<file path="src/rtl/memory_access.sv">
// memory_access: pipeline memory stage; one data-bus transaction per load/store,
// load alignment/extension, and a registered one-cycle result pulse to writeback.
module memory_access (
    input  logic        clk,
    input  logic        rst,
    input  logic        execute_valid,
    input  logic [63:0] reg_execute_ALU_data_out,
    input  logic [63:0] reg_execute_csr_data_out,
    input  logic [63:0] reg_execute_rs2_data,
    input  logic [63:0] reg_execute_pc,
    input  logic [31:0] reg_execute_ins,
    input  logic [4:0]  reg_execute_rd,
    input  logic        reg_execute_reg_w,
    input  logic        reg_execute_mem_r,
    input  logic        reg_execute_mem_w,
    output logic        dreq_valid,
    output logic [63:0] dreq_addr,
    output logic [2:0]  dreq_size,
    output logic [7:0]  dreq_strobe,
    output logic [63:0] dreq_data,
    input  logic        dresp_data_ok,
    input  logic [63:0] dresp_data,
    output logic        memory_busy,
    output logic        memory_valid,
    output logic [63:0] reg_memory_ALU_data_out,
    output logic [63:0] reg_memory_csr_data_out,
    output logic [63:0] reg_memory_data_out,
    output logic [63:0] reg_memory_pc,
    output logic [31:0] reg_memory_ins,
    output logic [4:0]  reg_memory_rd,
    output logic        reg_memory_reg_w,
    output logic        reg_memory_mem_r
);
    localparam logic [0:0] IDLE = 1'b0;
    localparam logic [0:0] WAIT = 1'b1;

    logic [0:0]  r_state;
    logic [63:0] r_rs2;
    logic        r_mem_w;
    logic        w_wait;
    logic        w_accept;
    logic        w_mem;
    logic        w_done;
    logic        w_store;
    logic [2:0]  w_off;
    logic [2:0]  w_f3;
    logic [7:0]  w_mask;
    logic [63:0] w_word;
    logic [63:0] w_load;

    assign w_wait   = r_state == WAIT;
    assign w_accept = !w_wait && execute_valid;
    assign w_mem    = reg_execute_mem_r || reg_execute_mem_w;
    assign w_done   = w_wait && dresp_data_ok;
    assign w_store  = w_wait && r_mem_w;
    // The captured ALU result is the effective address while a request is outstanding.
    assign w_off    = reg_memory_ALU_data_out[2:0];
    assign w_f3     = reg_memory_ins[14:12];
    assign w_word   = dresp_data >> {w_off, 3'b000};

    always_comb begin
        w_mask = w_f3[1:0] == 2'd0 ? 8'h01 :
                 w_f3[1:0] == 2'd1 ? 8'h03 :
                 w_f3[1:0] == 2'd2 ? 8'h0F : 8'hFF;
        w_load = w_f3 == 3'b000 ? {{56{w_word[7]}}, w_word[7:0]} :
                 w_f3 == 3'b001 ? {{48{w_word[15]}}, w_word[15:0]} :
                 w_f3 == 3'b010 ? {{32{w_word[31]}}, w_word[31:0]} :
                 w_f3 == 3'b100 ? {56'd0, w_word[7:0]} :
                 w_f3 == 3'b101 ? {48'd0, w_word[15:0]} :
                 w_f3 == 3'b110 ? {32'd0, w_word[31:0]} : w_word;
    end

    assign dreq_valid  = w_wait;
    assign memory_busy = w_wait;
    assign dreq_addr   = w_wait ? reg_memory_ALU_data_out : 64'd0;
    assign dreq_size   = w_wait ? {1'b0, w_f3[1:0]} : 3'd0;
    assign dreq_strobe = w_store ? w_mask << w_off : 8'd0;
    assign dreq_data   = w_store ? r_rs2 << {w_off, 3'b000} : 64'd0;

    always_ff @(posedge clk or posedge rst) begin
        if (rst) begin
            r_state                 <= IDLE;
            r_rs2                   <= '0;
            r_mem_w                 <= 1'b0;
            memory_valid            <= 1'b0;
            reg_memory_ALU_data_out <= '0;
            reg_memory_csr_data_out <= '0;
            reg_memory_data_out     <= '0;
            reg_memory_pc           <= '0;
            reg_memory_ins          <= '0;
            reg_memory_rd           <= '0;
            reg_memory_reg_w        <= 1'b0;
            reg_memory_mem_r        <= 1'b0;
        end else begin
            memory_valid <= (w_accept && !w_mem) || w_done;
            if (w_accept) begin
                r_state                 <= w_mem ? WAIT : IDLE;
                r_rs2                   <= reg_execute_rs2_data;
                r_mem_w                 <= reg_execute_mem_w;
                reg_memory_ALU_data_out <= reg_execute_ALU_data_out;
                reg_memory_csr_data_out <= reg_execute_csr_data_out;
                reg_memory_data_out     <= '0;
                reg_memory_pc           <= reg_execute_pc;
                reg_memory_ins          <= reg_execute_ins;
                reg_memory_rd           <= reg_execute_rd;
                reg_memory_reg_w        <= reg_execute_reg_w;
                reg_memory_mem_r        <= reg_execute_mem_r;
            end else if (w_done) begin
                r_state             <= IDLE;
                reg_memory_data_out <= r_mem_w ? 64'd0 : w_load;
            end
        end
    end
endmodule

</file>
<file path="config.mk">
export PLATFORM = sky130hd
export DESIGN_NAME = memory_access
export DESIGN_NICKNAME = d
export VERILOG_FILES = /design/src/rtl/memory_access.sv
export SDC_FILE = /design/constraint.sdc
export NUM_CORES = 1
export LEC_CHECK = 0
export ABC_AREA = 1
export CORE_AREA = 2 2 309 311
export CTS_CLUSTER_DIAMETER = 30
export DETAILED_ROUTE_END_ITERATION = 10
export DIE_AREA = 0 0 311 313
export SLEW_MARGIN = 25
export SYNTH_ARGS = -nofsm -noshare
export SYNTH_HDL_FRONTEND = slang
export SYNTH_SLANG_ARGS = --single-unit
</file>
<file path="constraint.sdc">
create_clock -name clk -period 16.7 [get_ports clk]
set_input_delay 3.34 -clock clk [delete_from_list [all_inputs] [get_ports clk]]
set_output_delay 3.34 -clock clk [all_outputs]
set_load 0.01 [all_outputs]
</file>
==> impl_metrics.tcl, run 1 <==
set metrics [dict create \
    max_stage_delay_cell_worst_path "sky130_fd_sc_hd__dfrtp_4" \
    synthesis.instances 2636 \
    switching_power_mw 1.60 \
    cp-startpoint "reg_memory_ALU_data_out[0]" \
    floorplan.die.height_um 313 \
    worst_r2r_endpoint "r_rs2[12]" \
    netlist_area_before_placement_mm2 0.0186 \
    placedInstanceArea_mm2 0.0275 \
    yosys_register_bits 362 \
    grt_usage_pct 19.7 \
    seq_power_share_pct 25.3 \
    layout-drive-gt1-share_pct 6.90 \
    layout.cell_area.non_filler_mm2 0.0314 \
    synth.top_cells.by_count "1547 x sky130_fd_sc_hd__nand2_1, 362 x sky130_fd_sc_hd__dfrtp_1, 120 x sky130_fd_sc_hd__o21ai_0" \
    status "finished, final reports clean" \
    vias_per_cell 4.30 \
    ctsHoldBuffers 0 \
    buffer_ports.inserted 799 \
    drt_pass1_iterations 7 \
    initial_utilization_pct 19.7 \
    ctsRootBufferMaster "sky130_fd_sc_hd__clkbuf_16" \
    dpl.hpwl_mm 74.5 \
    routabilityCongestion 0.939 \
    cts_max_level 3 \
    sw_frac_of_total_pct 33.7 \
    place_worst_setup_slack_ns 10.37 \
    max_cap_violations 0 \
    drt-initial-drc-count 1871 \
    skew_ns 0.0489 \
    postLayoutSetupSlackWorst_ns 9.65 \
    worstHoldPathType "reg2reg" \
    r2r_cells 7 \
    setup_viol 0 \
    cellPowerDensity_mw_per_mm2 152 \
    p_int_mw 3.15 \
    finish.net_count 3762 \
    die-width_um 311 \
    synthesis.yosys.warnings 0 \
    area_share_of_the_largest_cell_type_after_synthesis_pct 48.8 \
    area_of_the_core_mm2 0.0942 \
    synthesis.nets 3000 \
    slew_headroom_pct 32.4 \
    post_synth_xor_area_fraction_pct 0 \
    grt_max_degree 145 \
    final_sum_of_negative_setup_slack_ns 0 \
    yosys.area.top_type "sky130_fd_sc_hd__dfrtp_1" \
    antenna_violations_before_repair 17 \
    clk_pin_slew_ns 0.04 \
    worstPathRequired_ns 13.36 \
    yosys.cell_types.count 31 \
    synthArstFlopShare_pct 100 \
    first_pass_grt_wire_length_mm 142 \
    vdd_ir_drop_max_mv 0.0785 \
    timing.critical_path.arrival_ns 3.71 \
    ys_seq_area_share_pct 48.8 \
    antenna_violating_nets_post_route 0 \
    grt_setup_unrepaired "false" \
    synth.area.mux_share_pct 0.809 \
    maxClockFrequency_mhz 142 \
    yosys_most_used_dff "sky130_fd_sc_hd__dfrtp_1" \
    synth_top_family_by_area "simple AND/OR/NAND/NOR gates" \
    syn2layout_area_growth_pct 69.2 \
    avgSynthCellArea_um2 7.04 \
    critical_path.cell_chain "inv_2, buf_4, buf_4, o21ai_0, a21oi_1, nand2_1, nand2_1, inv_1, clkdlybuf4s50_1" \
    lkg_pwr_nw 15.5 \
    finalMaxSlewViolations 0 \
    worst_setup_path_end_kind "primary output" \
    post_route_hold_slack_ns 0.470 \
    fin_crit_sh_pct 42.2 \
    synth-compound-area-share_pct 7.07 \
    finalCriticalPeriod_ns 7.05 \
    deepest_clock_path_buffer_count 3 \
    synth_top_cells_by_area "sky130_fd_sc_hd__dfrtp_1 49%, sky130_fd_sc_hd__nand2_1 31%, sky130_fd_sc_hd__o21ai_0 3.2%" \
    count_of_clock_tree_sinks 362 \
    power_share_of_the_combinational_group_pct 29.0 \
    via_count_of_the_first_global_routing_pass 20706 \
    worst_path_largest_cell_delay_ns 0.67 \
    regToRegStartpoint "dreq_valid" \
    setup.worst_path.end "dreq_strobe[6]" \
    via_count 20496 \
    critPathLaunchType "flop" \
    cts_setup_buffers 0 \
    worst_skew_pair.late_latency_ns 0.70 \
    grt_overflow 0 \
    drc 0 \
    endpoints_failing_hold 0 \
    post_synthesis_simple_gate_area_fraction_pct 35.9 \
    yosysMostFrequentCell "sky130_fd_sc_hd__nand2_1" \
    power_frac_clock_pct 45.6 \
    wl_mm 98.6 \
    avgRoutedWirePerCell_um 20.7 \
    row_count 113 \
    die-area_mm2 0.0973 \
    cts_buffers 110 \
    cts_tree "yes" \
    worstSetupPathType "reg2out" \
    worstPathMaxFanout 45 \
    synth-edff-count 0 \
    synth_fa_ha_area_share_pct 0 \
    setup.reg_to_reg.worst_slack_ns 12.83 \
    ctsResizeCount 0 \
    worst-slew-pin-transition_ns 1.01 \
    number_of_ports_placed_on_the_die_boundary 801 \
]
## placed cells by master (no fill, tap or decap), types with 2 or more instances in the layout
master and n:
sky130_fd_sc_hd__o211ai_1 13, sky130_fd_sc_hd__a21oi_4 2, sky130_fd_sc_hd__dfrtp_4 2, sky130_fd_sc_hd__o21ai_1 45, sky130_fd_sc_hd__clkinv_16 4, sky130_fd_sc_hd__o221ai_1 4, sky130_fd_sc_hd__clkinv_4 7, sky130_fd_sc_hd__nor2_1 57
sky130_fd_sc_hd__dfrtp_1 359, sky130_fd_sc_hd__inv_6 2, sky130_fd_sc_hd__o22ai_1 9, sky130_fd_sc_hd__inv_16 2, sky130_fd_sc_hd__inv_8 2, sky130_fd_sc_hd__inv_2 8, sky130_fd_sc_hd__a22oi_1 9, sky130_fd_sc_hd__nor2_2 4
sky130_fd_sc_hd__clkbuf_8 19, sky130_fd_sc_hd__o211ai_2 2, sky130_fd_sc_hd__clkbuf_1 14, sky130_fd_sc_hd__clkbuf_16 110, sky130_fd_sc_hd__clkinvlp_4 12, sky130_fd_sc_hd__o21ai_0 120, sky130_fd_sc_hd__nand2_1 1546, sky130_fd_sc_hd__clkdlybuf4s50_1 799
sky130_fd_sc_hd__bufinv_16 14, sky130_fd_sc_hd__inv_1 112, sky130_fd_sc_hd__diode_2 5, sky130_fd_sc_hd__buf_4 21, sky130_fd_sc_hd__a21oi_1 28, sky130_fd_sc_hd__nand3_1 111, sky130_fd_sc_hd__clkinv_2 23, sky130_fd_sc_hd__mux2i_1 15
sky130_fd_sc_hd__a211oi_1 2, sky130_fd_sc_hd__or2_1 4
## how the worst min path moves through the flow
stage / end / slack, ns / depth (start not counted) / startpoint
final: reg_memory_data_out[19] / 0.47 / 2 / reg_memory_data_out[19]
after global routing: reg_memory_data_out[11] / 0.49 / 2 / reg_memory_data_out[11]
after CTS: reg_memory_data_out[19] / 0.48 / 2 / reg_memory_data_out[19]
after detailed placement: reg_memory_csr_data_out[32] / 0.46 / 2 / reg_memory_csr_data_out[32]
after global placement: reg_memory_pc[62] / 0.46 / 2 / reg_memory_pc[62]
after floorplan: r_rs2[56] / 0.45 / 2 / r_rs2[56]
## sequential cells by signal, summed over array words and instances (netlist names)
name,count
r_rs2,64
reg_memory_ALU_data_out,64
reg_memory_csr_data_out,64
reg_memory_data_out,64
reg_memory_pc,64
reg_memory_ins,32
reg_memory_rd,5
dreq_valid,1
memory_valid,1
r_mem_w,1
reg_memory_mem_r,1
reg_memory_reg_w,1
## power groups by stage
stage	clock network, mW	registers, mW	logic [mW]
final	2.17	1.21	1.38
after global routing	2.26	1.23	1.50
after CTS	2.21	1.21	1.39
after detailed placement	0	1.21	1.39
after global placement	0	1.21	1.38
after floorplan	0	1.24	0.605
## final cells by class
| type | count | area [µm²] |
|---|---|---|
| diodes | 5 | 12.5 |
| clock buffers | 143 | 3070 |
| clock inverters | 64 | 865 |
| fillers | 9976 | 62800 |
| inverters | 123 | 479 |
| multi-input cells | 1979 | 8140 |
| flip-flops and latches | 362 | 9070 |
| well taps | 1265 | 1580 |
| repair buffers | 822 | 8190 |
## cell families after synthesis
kind of cell / Yosys count
AO/OA/AOI/OAI: 237
multiplexers: 15
AND/OR/NAND/NOR: 1726
other: 1
buffers and inverters: 295
flip-flops: 362
## metal layers
metal	vias up	routed length (µm)	global-route usage, %
met2	1000	46200	32.5
met1	9577	39700	23.6
met3	186	9200	6.50
li1	9719	-	-
met4	14	3500	7.78
met5	-	83	0
## metrics by stage
stage                     total power [mW]  std cells  util [%]
after global placement                2.59       4551      29.2
after detailed placement              2.60       4551      29.2
after floorplan                       1.84       2636         -
after CTS                             4.81       4758      33.3
final                                 4.76       4763      33.3
after global routing                  4.99       4761      33.3
## worst max-delay path: cells and delay by family (launching register included)
kind,cells,cell delay (ns)
AND/OR/NAND/NOR,2,0.20
flip-flops,1,0.67
buffers and inverters,5,1.59
AO/OA/AOI/OAI,2,0.57
No activity file was read; power rests on OpenSTA's default activity.
==> run 2: changes to the inputs <==
CORE_AREA = 2 2 315 317   (was 2 2 309 311)
DIE_AREA = 0 0 317 319   (was 0 0 311 313)
clock period = 5.9 ns   (was 16.7 ns; I/O delays follow)
==> run 2 against run 1 <==
Against the previous run: register-to-register slack lost 11 ns; first-iteration DRC count is 11% lower; sequential power rose to 2.8 times the previous value; cell count increased by 0.55%; routed wire length rose by 1.7%; flip-flop and latch count did not move; global-route usage down 0.40 points; clock skew decreased by 0.028 ns; worst setup slack worse by 8.7 ns; power grew to 2.9 times the previous value; utilization fell by 1.0 points; clock-buffer cell count unchanged; critical path type unchanged; largest cell class unchanged; largest power group unchanged; highest routed layer unchanged.
==> impl_metrics.tcl, run 2 (same netlist as run 1, synthesis figures left out) <==
set metrics [dict create \
    nFillCells 10425 \
    lkg_pwr_nw 15.5 \
    routabilityCongestion 0.928 \
    number_of_ports_placed_on_the_die_boundary 801 \
    cts_max_level 3 \
    finalMaxSlewViolations 0 \
    layout.cells.most_common_list "1546 x sky130_fd_sc_hd__nand2_1, 799 x sky130_fd_sc_hd__clkdlybuf4s50_1, 359 x sky130_fd_sc_hd__dfrtp_1, 120 x sky130_fd_sc_hd__o21ai_0" \
    worst_setup_path_end_kind "primary output" \
    cts_setup_buffers 0 \
    finish.net_count 3767 \
    setup.reg_to_reg.worst_slack_ns 2.03 \
    grt_max_degree 139 \
    max_stage_delay_cell_worst_path "sky130_fd_sc_hd__dfrtp_2" \
    initial_utilization_pct 19.0 \
    avgRoutedWirePerCell_um 21.0 \
    worstHoldPathType "reg2reg" \
    final_common_cell "sky130_fd_sc_hd__nand2_1" \
    deepest_clock_path_buffer_count 3 \
    worstPathMaxFanout 82 \
    clk_pin_slew_ns 0.05 \
    row_count 115 \
    drt_pass1_iterations 6 \
    worst_path_most_repeated_cell "sky130_fd_sc_hd__nand2_1" \
    maxClockFrequency_mhz 202 \
    multi_input_comb_area_mm2 0.00815 \
    count_of_clock_tree_sinks 362 \
    critical_path.cell_chain "inv_4, nor2_2, a21oi_1, nand2_1, nand2_1, inv_1, clkdlybuf4s50_1" \
    endpoints_failing_hold 0 \
    fin_crit_sh_pct 84.1 \
    ctsHoldBuffers 0 \
    die-area_mm2 0.101 \
    grt_setup_unrepaired "false" \
    area_of_the_core_mm2 0.0977 \
    status "finished, final reports clean" \
    via_count_of_the_first_global_routing_pass 20292 \
    post_route_hold_slack_ns 0.470 \
    drt-initial-drc-count 1664 \
    critical-path-top-delay-family "buffers and inverters" \
    vdd_ir_drop_max_mv 0.220 \
    drc 0 \
    die-width_um 317 \
    worstSetupPathType "reg2out" \
    finalCriticalPeriod_ns 4.96 \
    syn2layout_area_growth_pct 70.2 \
    skew_ns 0.0205 \
    worstPathRequired_ns 4.72 \
    antenna_violations_before_repair 31 \
    max_cap_violations 0 \
    cellPowerDensity_mw_per_mm2 431 \
    vias_per_cell 4.28 \
    sequential_cell_area_mm2 0.00907 \
    cts_buffers 111 \
    ctsResizeCount 0 \
    dpl.hpwl_mm 76.7 \
    timing.critical_path.arrival_ns 3.78 \
    grt_usage_pct 19.3 \
    power_mw 13.6 \
    slew_headroom_pct 33.7 \
    cts_tree "yes" \
    worst_path_largest_cell_delay_ns 0.82 \
    setup_viol 0 \
    grt_overflow 0 \
    ctsRootBufferMaster "sky130_fd_sc_hd__clkbuf_16" \
    layout-drive-gt1-share_pct 7.06 \
    crit_buf_inv 3 \
    first_pass_grt_wire_length_mm 142 \
    wl_mm 100 \
    floorplan.die.height_um 319 \
    buffer_ports.inserted 799 \
    critPathLaunchType "flop" \
    worst-slew-pin-transition_ns 0.992 \
    worst_skew_pair.late_latency_ns 0.67 \
    via_count 20519 \
    antenna_violating_nets_post_route 0 \
]
run 2: cell types whose count changed in the layout (fill, tap and decap cells not counted), sizes merged:
| cell | before | now |
|---|---|---|
| buf | 23 | 27 |
| clkinv | 34 | 35 |
| inv | 127 | 125 |
| bufinv | 14 | 16 |
| clkinvlp | 12 | 11 |
run 2: area by class of cell:
type                    instances  area share, %
clock buffers                 143           9.85
well taps                    1287           5.10
flip-flops and latches        362           28.7
inverters                     123           1.51
multi-input cells            1979           25.8
repair buffers                826           26.2
clock inverters                64           2.79
diodes                          5         0.0396
run 2: path summary, 6_finish.rpt:
check                                            from                 endpoint  cells after the start
max                        reg_memory_ALU_data_out[1]           dreq_strobe[6]                      7
min reg2reg                         reg_memory_pc[11]        reg_memory_pc[11]                      2
min                                 reg_memory_pc[11]        reg_memory_pc[11]                      2
max reg2reg                                dreq_valid   reg_memory_data_out[7]                      8
min in group asynchronous                         rst        reg_memory_pc[10]                      2
max in group asynchronous                         rst  reg_memory_data_out[33]                      4
run 2: worst reg2reg max path, delay by kind of cell, from the launching register on:
| kind | cells | cell delay [ns] |
|---|---|---|
| buf+inv | 4 | 2.09 |
| simple gates | 2 | 0.85 |
| compound gates | 2 | 0.45 |
| flops | 1 | 0.39 |
run 2: per-layer routing:
metal / GRT usage, % / vias up / share of wire [%]
met3: 6.65 / 199 / 9.5
met4: 7.15 / 44 / 3.3
met1: 23.3 / 9653 / 40
li1: - / 9716 / -
met5: 0 / - / 0.27
met2: 31.4 / 907 / 46
run 2: metrics by stage:
step                setup WS, ns  instance area, µm²  TNS, ns  instances  util [%]
CTS                        0.865               31600        0       4784      32.3
floorplan                 -0.134               18600   -48.60       2636         -
finish                     0.941               31600        0       4789      32.3
global route               0.719               31600        0       4786      32.3
detailed placement          1.51               27600        0       4577      28.2
global placement            1.51               27600        0       4577      28.2
run 2: where the power goes:
part	switching, mW	internal (mW)	leakage [nW]
sequential	0.412	2.99	4.53
combinational	2.28	1.67	9.07
clock	1.86	4.39	1.94
